File: config.mk
export PLATFORM = sky130hd
export DESIGN_NAME = cell_core_sequencer
export DESIGN_NICKNAME = d
export VERILOG_FILES = /design/src/rtl/cell_core_sequencer.sv
export SDC_FILE = /design/constraint.sdc
export NUM_CORES = 1
export LEC_CHECK = 0
export CORE_ASPECT_RATIO = 0.9
export CORE_MARGIN = 1
export CORE_UTILIZATION = 40
export DETAILED_ROUTE_END_ITERATION = 6
export PLACE_DENSITY_LB_ADDON = 0.3
export SYNTH_ARGS = -nofsm -noshare
export SYNTH_HDL_FRONTEND = slang
export SYNTH_SLANG_ARGS = --single-unit
export TNS_END_PERCENT = 50
File: constraint.sdc
create_clock -name clk -period 2.34 [get_ports clk]
set_input_delay 0.351 -clock clk [delete_from_list [all_inputs] [get_ports clk]]
set_output_delay 0.351 -clock clk [all_outputs]
set_load 0.02 [all_outputs]
File: src/rtl/cell_core_sequencer.sv
// Cell-core program sequencer: fetches 16-bit instructions, drives an external
// combinational cell ALU and writes results back into a four-entry register file.
module cell_core_sequencer #(
    parameter int          REGISTER_LENGTH = 32,
    parameter int          PROG_ADDR_W     = 8,
    parameter logic [15:0] NOP_MASK        = 16'hF800
) (
    input  logic                       clk,
    input  logic                       rst_n,
    input  logic                       start,
    input  logic [PROG_ADDR_W-1:0]     prog_len,
    input  logic                       init_valid,
    input  logic [REGISTER_LENGTH-1:0] init_value,
    output logic                       imem_req,
    output logic [PROG_ADDR_W-1:0]     imem_addr,
    input  logic                       imem_ack,
    input  logic [15:0]                imem_data,
    output logic [3:0]                 alu_opcode,
    output logic [7:0]                 alu_immediate,
    output logic [REGISTER_LENGTH-1:0] alu_a,
    output logic [REGISTER_LENGTH-1:0] alu_b,
    input  logic [REGISTER_LENGTH-1:0] alu_result,
    output logic                       busy,
    output logic                       done,
    output logic [REGISTER_LENGTH-1:0] cell_state
);

    typedef enum logic [1:0] {IDLE, FETCH, EXEC, DONE} state_t;

    state_t                     state_q, state_d;
    logic [PROG_ADDR_W-1:0]     pc_q, pc_d;
    logic [15:0]                ir_q, ir_d;
    logic [REGISTER_LENGTH-1:0] r_q [4];
    logic [REGISTER_LENGTH-1:0] r_d [4];

    logic [3:0]             opcode;
    logic [1:0]             rd, rs, rt;
    logic [7:0]             imm;
    logic [PROG_ADDR_W-1:0] pc_inc;

    assign opcode     = ir_q[15:12];
    assign rd         = ir_q[11:10];
    assign rs         = ir_q[9:8];
    assign rt         = ir_q[7:6];
    assign imm        = ir_q[7:0];
    assign pc_inc     = pc_q + 1'b1;
    assign imem_addr  = pc_q;
    assign cell_state = r_q[0];

    always_comb begin
        state_d       = state_q;
        pc_d          = pc_q;
        ir_d          = ir_q;
        for (int i = 0; i < 4; i++) r_d[i] = r_q[i];
        imem_req      = 1'b0;
        alu_opcode    = '0;
        alu_immediate = '0;
        alu_a         = '0;
        alu_b         = '0;
        busy          = 1'b1;
        done          = 1'b0;

        case (state_q)
            IDLE: begin
                busy = 1'b0;
                // An init load and a start on the same edge both take effect.
                if (init_valid) r_d[0] = init_value;
                if (start) begin
                    if (prog_len != '0) begin
                        pc_d    = '0;
                        state_d = FETCH;
                    end else begin
                        state_d = DONE;
                    end
                end
            end
            FETCH: begin
                imem_req = 1'b1;
                if (imem_ack) begin
                    ir_d    = imem_data;
                    state_d = EXEC;
                end
            end
            EXEC: begin
                alu_opcode    = opcode;
                alu_immediate = imm;
                alu_a         = r_q[rs];
                alu_b         = r_q[rt];
                if (!NOP_MASK[opcode]) r_d[rd] = alu_result;
                pc_d    = pc_inc;
                state_d = (pc_inc == prog_len) ? DONE : FETCH;
            end
            DONE: begin
                done    = 1'b1;
                state_d = IDLE;
            end
            default: state_d = IDLE;
        endcase
    end

    always_ff @(posedge clk or negedge rst_n) begin
        if (!rst_n) begin
            state_q <= IDLE;
            pc_q    <= '0;
            ir_q    <= '0;
            for (int i = 0; i < 4; i++) r_q[i] <= '0;
        end else begin
            state_q <= state_d;
            pc_q    <= pc_d;
            ir_q    <= ir_d;
            for (int i = 0; i < 4; i++) r_q[i] <= r_d[i];
        end
    end

endmodule

# Yosys cells after proc, flatten, opt, wreduce, memory -nomap -nowiden
# Memory sizes are Yosys's and may differ from the RTL's.
# Cells that the tools add are included.
[totals]
regBits = 154
latch_bits = 0
ram_bits = 0
rom_bits = 16
input_bits = 93
out_inout_bits = 119
word_cells = 64
n_memories = 1
[mem_list]
columns = ["name", "depth", "width", "rd", "rd_ports_with_merged_regs", "write_ports", "line", "rtl"]
rows = [
  ["(no name shown)", 16, 1, 1, 0, 0, "89", "if (!NOP_MASK[opcode]) r_d[rd] = alu_result;"],
]
[classes]
addsub = 1
mul = 0
n_div = 0
order_cmp = 5
eq_ne = 9
n_shift = 0
n_mux = 28
bitwise_logic = 4
n_reduce_logical = 9
[op_table]
columns = ["cell", "count"]
rows = [
  ["$mux 32", 8],
  ["$bmux 32 s2", 2],
  ["$bwmux 128", 1],
  ["$mux 128", 1],
  ["$demux 32 s2", 1],
  ["$pmux 32 s2", 1],
  ["$mux 8", 3],
  ["$pmux 8 s2", 1],
  ["$ne 2x2->1 const B", 5],
  ["$ge 3x3->1 const B", 3],
  ["$not 2->3", 3],
  ["$add 8x1->8 const B", 1],
  ["$eq 8x8->1", 1],
  ["$mux 2", 4],
  ["$pmux 2 s4", 1],
  ["$reduce_bool 8->1", 1],
  ["$reduce_and 2->1", 3],
  ["$reduce_and 3->1", 2],
  ["$lt 4x5->1 const B", 1],
  ["$eq 2x2->1 const B", 2],
  ["$mux 1", 4],
  ["$mux 4", 1],
  ["$lt 3x1->1 const B", 1],
  ["$eq 2x1->1 const B", 1],
  ["other kinds (4)", 4],
]

# Depth between registers and ports, before layout
[logic_depth]
word_depth = 8
depth_mapped = 7
ltp_nobuf = 5

# Least setup slack after synthesis
# Ideal clock, no wire load.
[synth_timing]
path_kind = "register -> output"
startpoint = "reg ir_q[8]"
endpoint = "out alu_a[10]"
t_arrival_ns = 1.632
slack_ns = 0.357
path_stages_with_launch = 5
path_buffers = 2
path_cell_list = "dfrtp_1 -> clkbuf_1 -> buf_2 -> mux4_2 -> and2_1"
[synth_via]
elab_chain_cells = 5
[synth_rtl]
columns = ["element", "line", "rtl"]
rows = [
  ["start: declaration", "32", "logic [15:0] ir_q, ir_d;"],
  ["start signal: assignment", "110", "ir_q <= ir_d;"],
  ["$not 2->3 (not written as such)", "87", "alu_a = r_q[rs];"],
  ["$bmux 32 s2", "87", ""],
  ["$mux 32 (not written as such) (2 in series)", "87", ""],
  ["$mux 32", "63", "case (state_q)"],
  ["end: declaration", "20", "output logic [REGISTER_LENGTH-1:0] alu_a,"],
]
# Every way passes these cells. The select of a mux whose other input is x is not followed.

# Worst setup path in the final report
[layout_timing]
startpoint = "reg ir_q[8]"
endpoint = "out alu_a[23]"
# Same word-level chain as after synthesis.

==> flow_metrics.py <==
metrics = {
    "synth": {
        "async_flop_share_pct": 100.0,
        "synth_seq_cells": 154,
        "synth_ff_type": "dfrtp_1",
        "yosysWarnings": 0,
        "yosysUniqueCellTypes": 45,
        "syn-num-nets": 733,
        "syn_area_um2": 8693,
        "synth_cells": 639,
        "synth.top_cell.area_share_pct": 44.33,
        "synthTopCellsByArea": "dfrtp_1, mux4_2, mux2_2, and2_1, a22o_1",
        "synth_commonest_cells": "dfrtp_1, mux2_2, and2_1",
        "synth_edf_count": 0,
        "synth.most_common_cell": "dfrtp_1",
        "synth_top_area_cell": "dfrtp_1",
        "syn-mean-instance-area_um2": 13.60,
        "seq_area_frac_synth_pct": 44.33,
    },
    "final_layout": {
        "layout.nets": 921,
        "instances_no_fill": 1126,
        "drive_gt1_share_pct": 38.93,
        "diodes": 0,
        "final_util_pct": 54.92,
        "synthToLayoutAreaGrowth_pct": 32.80,
    },
    "detailed_routing": {
        "drt-initial-drc-count": 281,
        "dr.pass1.iters": 4,
        "antenna_left": 0,
        "viasPerCell": 5.457,
        "vias": 6145,
        "finalWirelength_um": 23630,
        "routedWlPerCell_um": 20.99,
        "drc": 0,
    },
    "min_path": {
        "hold_class": "input pin to asynchronous set/reset pin",
    },
    "global_route": {
        "grt_max_degree": 55,
        "grt_pass1_wl_um": 36490,
        "antenna_found_initial": 0,
        "grt_pass1_vias": 6596,
        "grt.overflow.total": 0,
        "grt.total_usage_pct": 21.66,
    },
    "pwr": {
        "switching_share_pct": 34.79,
        "powerDensity_nw_per_um2": 1302,
        "p_leak_nw": 5.197,
        "p_clk_share_pct": 17.7,
        "power_frac_comb_pct": 49.8,
        "irDropWorstVdd_uv": 551.1,
        "p_seq_share_pct": 32.5,
        "p_switching_mw": 5.232,
        "internal_power_mw": 9.805,
    },
    "critical_path": {
        "criticalPathCategory": "register to output port",
        "worstPathArrival_ps": 2000,
        "end_kind": "output port",
        "cp_common_cell": "buf_12",
        "critPathMaxFanout": 5,
        "reg2regPathDepth": 5,
        "cp_slowest_cell": "dfrtp_2",
        "crit_path_max_incr_delay_ps": 430,
        "worstSetupStartpoint": "ir_q[8]",
        "worstPathRequired_ps": 1990,
        "path_cells": "buf_12, buf_12, buf_12, mux4_2, and2_1, buf_2",
        "rr_startpoint": "state_q[0]",
        "setup.worst_path.start_class": "register",
    },
    "timing": {
        "tightest_slew_ps": 996.7,
        "maxSlewViolCount": 0,
        "setup_ws_ps": -14.84,
        "setup_viol": 3,
        "finalCritPeriodShare_pct": 100.6,
        "rsz0062_at_grt": "true",
        "maxSlewHeadroom_pct": 33.40,
        "timing.fmax_mhz": 424.7,
        "fin_crit_ps": 2355,
        "finClkSkew_ps": 12.33,
        "holdWs_ps": 455.5,
        "hold_viol_final": 0,
    },
    "cts": {
        "clk_path_buf_depth": 2,
        "cts-root-buf": "clkbuf_16",
        "cts_tree": "done",
        "clock-sinks": 154,
        "clk_latency_ps": 420,
        "cts_max_level": 4,
        "clk_pin_slew_ps": 60,
        "numCtsBuffers": 17,
    },
    "placed_design": {
        "dpl.hpwl_um": 15740,
        "pre_cts_slack_ps": 89.64,
        "placedCellCount": 1078,
        "place_congestion": 0.8814,
        "port_buffers": 211,
    },
    "job": {
        "cap_viol_max_count": 0,
    },
    "floorplanning": {
        "rows": 50,
        "core_area_um2": 21020,
        "pin_count": 212,
        "die_w_um": 157.4,
        "initial_core_util_pct": 41.36,
        "die-area_um2": 22330,
        "die_height_um": 141.9,
    },
    "status": {
        "status": "finished, violations left",
        "violations": "setup timing",
    },
}
what timing repair did:
item,CTS,global route
resized for setup,264,20
buffers inserted,4,7
hold endpoints to repair,52,0
gates cloned,1,4
pin swaps,0,0
setup endpoints to repair,76,38
hold buffers,1,0
worst max-delay path, delay by kind of cell (launching register included):
| kind | cells | cell delay (ps) |
|---|---|---|
| buffers and inverters | 4 | 570 |
| AND/OR/NAND/NOR | 1 | 170 |
| flip-flops | 1 | 430 |
| multiplexers | 1 | 430 |
through the flow:
step	TNS [ps]	area, um2	power [mW]
after global routing	-1191	11540	15.88
after floorplan	0	8693	9.746
after detailed placement	0	11010	12.10
final	-21.60	11540	15.04
after CTS	-292.9	11370	14.83
after global placement	0	11010	11.88
registers in the layout, summed over array words and instances, names as in the netlist:
signal	count
cell_state	32
imem_addr	8
ir_q	16
r_q	96
state_q	2
cell families (layout without fill, tap and decap cells):
family	after synthesis	count (layout)	share of synthesized area (%)
adder cells (fa/ha/maj)	1	1	0.1439
multiplexers	182	182	31.79
flip-flops	154	154	44.33
AO/OA/AOI/OAI	91	91	8.492
XOR/XNOR	9	9	0.9067
buffers and inverters	86	287	6.174
AND/OR/NAND/NOR	116	116	8.161
power groups by stage:
stage | Clock (mW) | Sequential (mW) | Combinational [mW]
after global routing | 2.85 | 5.05 | 7.98
after CTS | 2.74 | 4.86 | 7.23
after detailed placement | 0 | 4.90 | 7.19
final | 2.66 | 4.89 | 7.49
after floorplan | 0 | 4.53 | 5.22
after global placement | 0 | 4.77 | 7.11
final cells by class:
class / count / area, um2
clock inverters: 12 / 113.9
repair buffers: 253 / 2412
fillers: 1799 / 9475
multi-input cells: 399 / 4338
well taps: 286 / 357.8
clock buffers: 20 / 456.7
inverters: 2 / 7.507
flip-flops and latches: 154 / 3859
layer usage:
layer,track usage (%),part of all wire [%],up-vias
li1,-,-,2730
met2,36.75,50,227
met4,5.570,0.98,0
met3,4.520,5.5,20
met5,0,0,-
met1,28.18,43,3168
cell usage in the layout, fill, tap and decap left out, types with 16 or more instances in the layout:
master           Yosys  layout
clkbuf_16            0      21
a22o_1              33      33
clkdlybuf4s50_1      0     133
buf_4               38      22
mux2_2             109     109
mux4_2              64      64
dfrtp_1            154     150
buf_2               13      58
buf_12               0      16
and2_1              78      73
a21o_1              35      35
final timing paths:
check	slack (ps)	endpoint
setup / recovery	-10	alu_a[23]
hold / removal	460	imem_addr[7]
setup reg to reg	380	r_q[61]
hold reg to reg	500	ir_q[4]
max in group asynchronous	1180	r_q[15]
min in group clk	500	ir_q[4]
(Power assumes the default switching activity.)
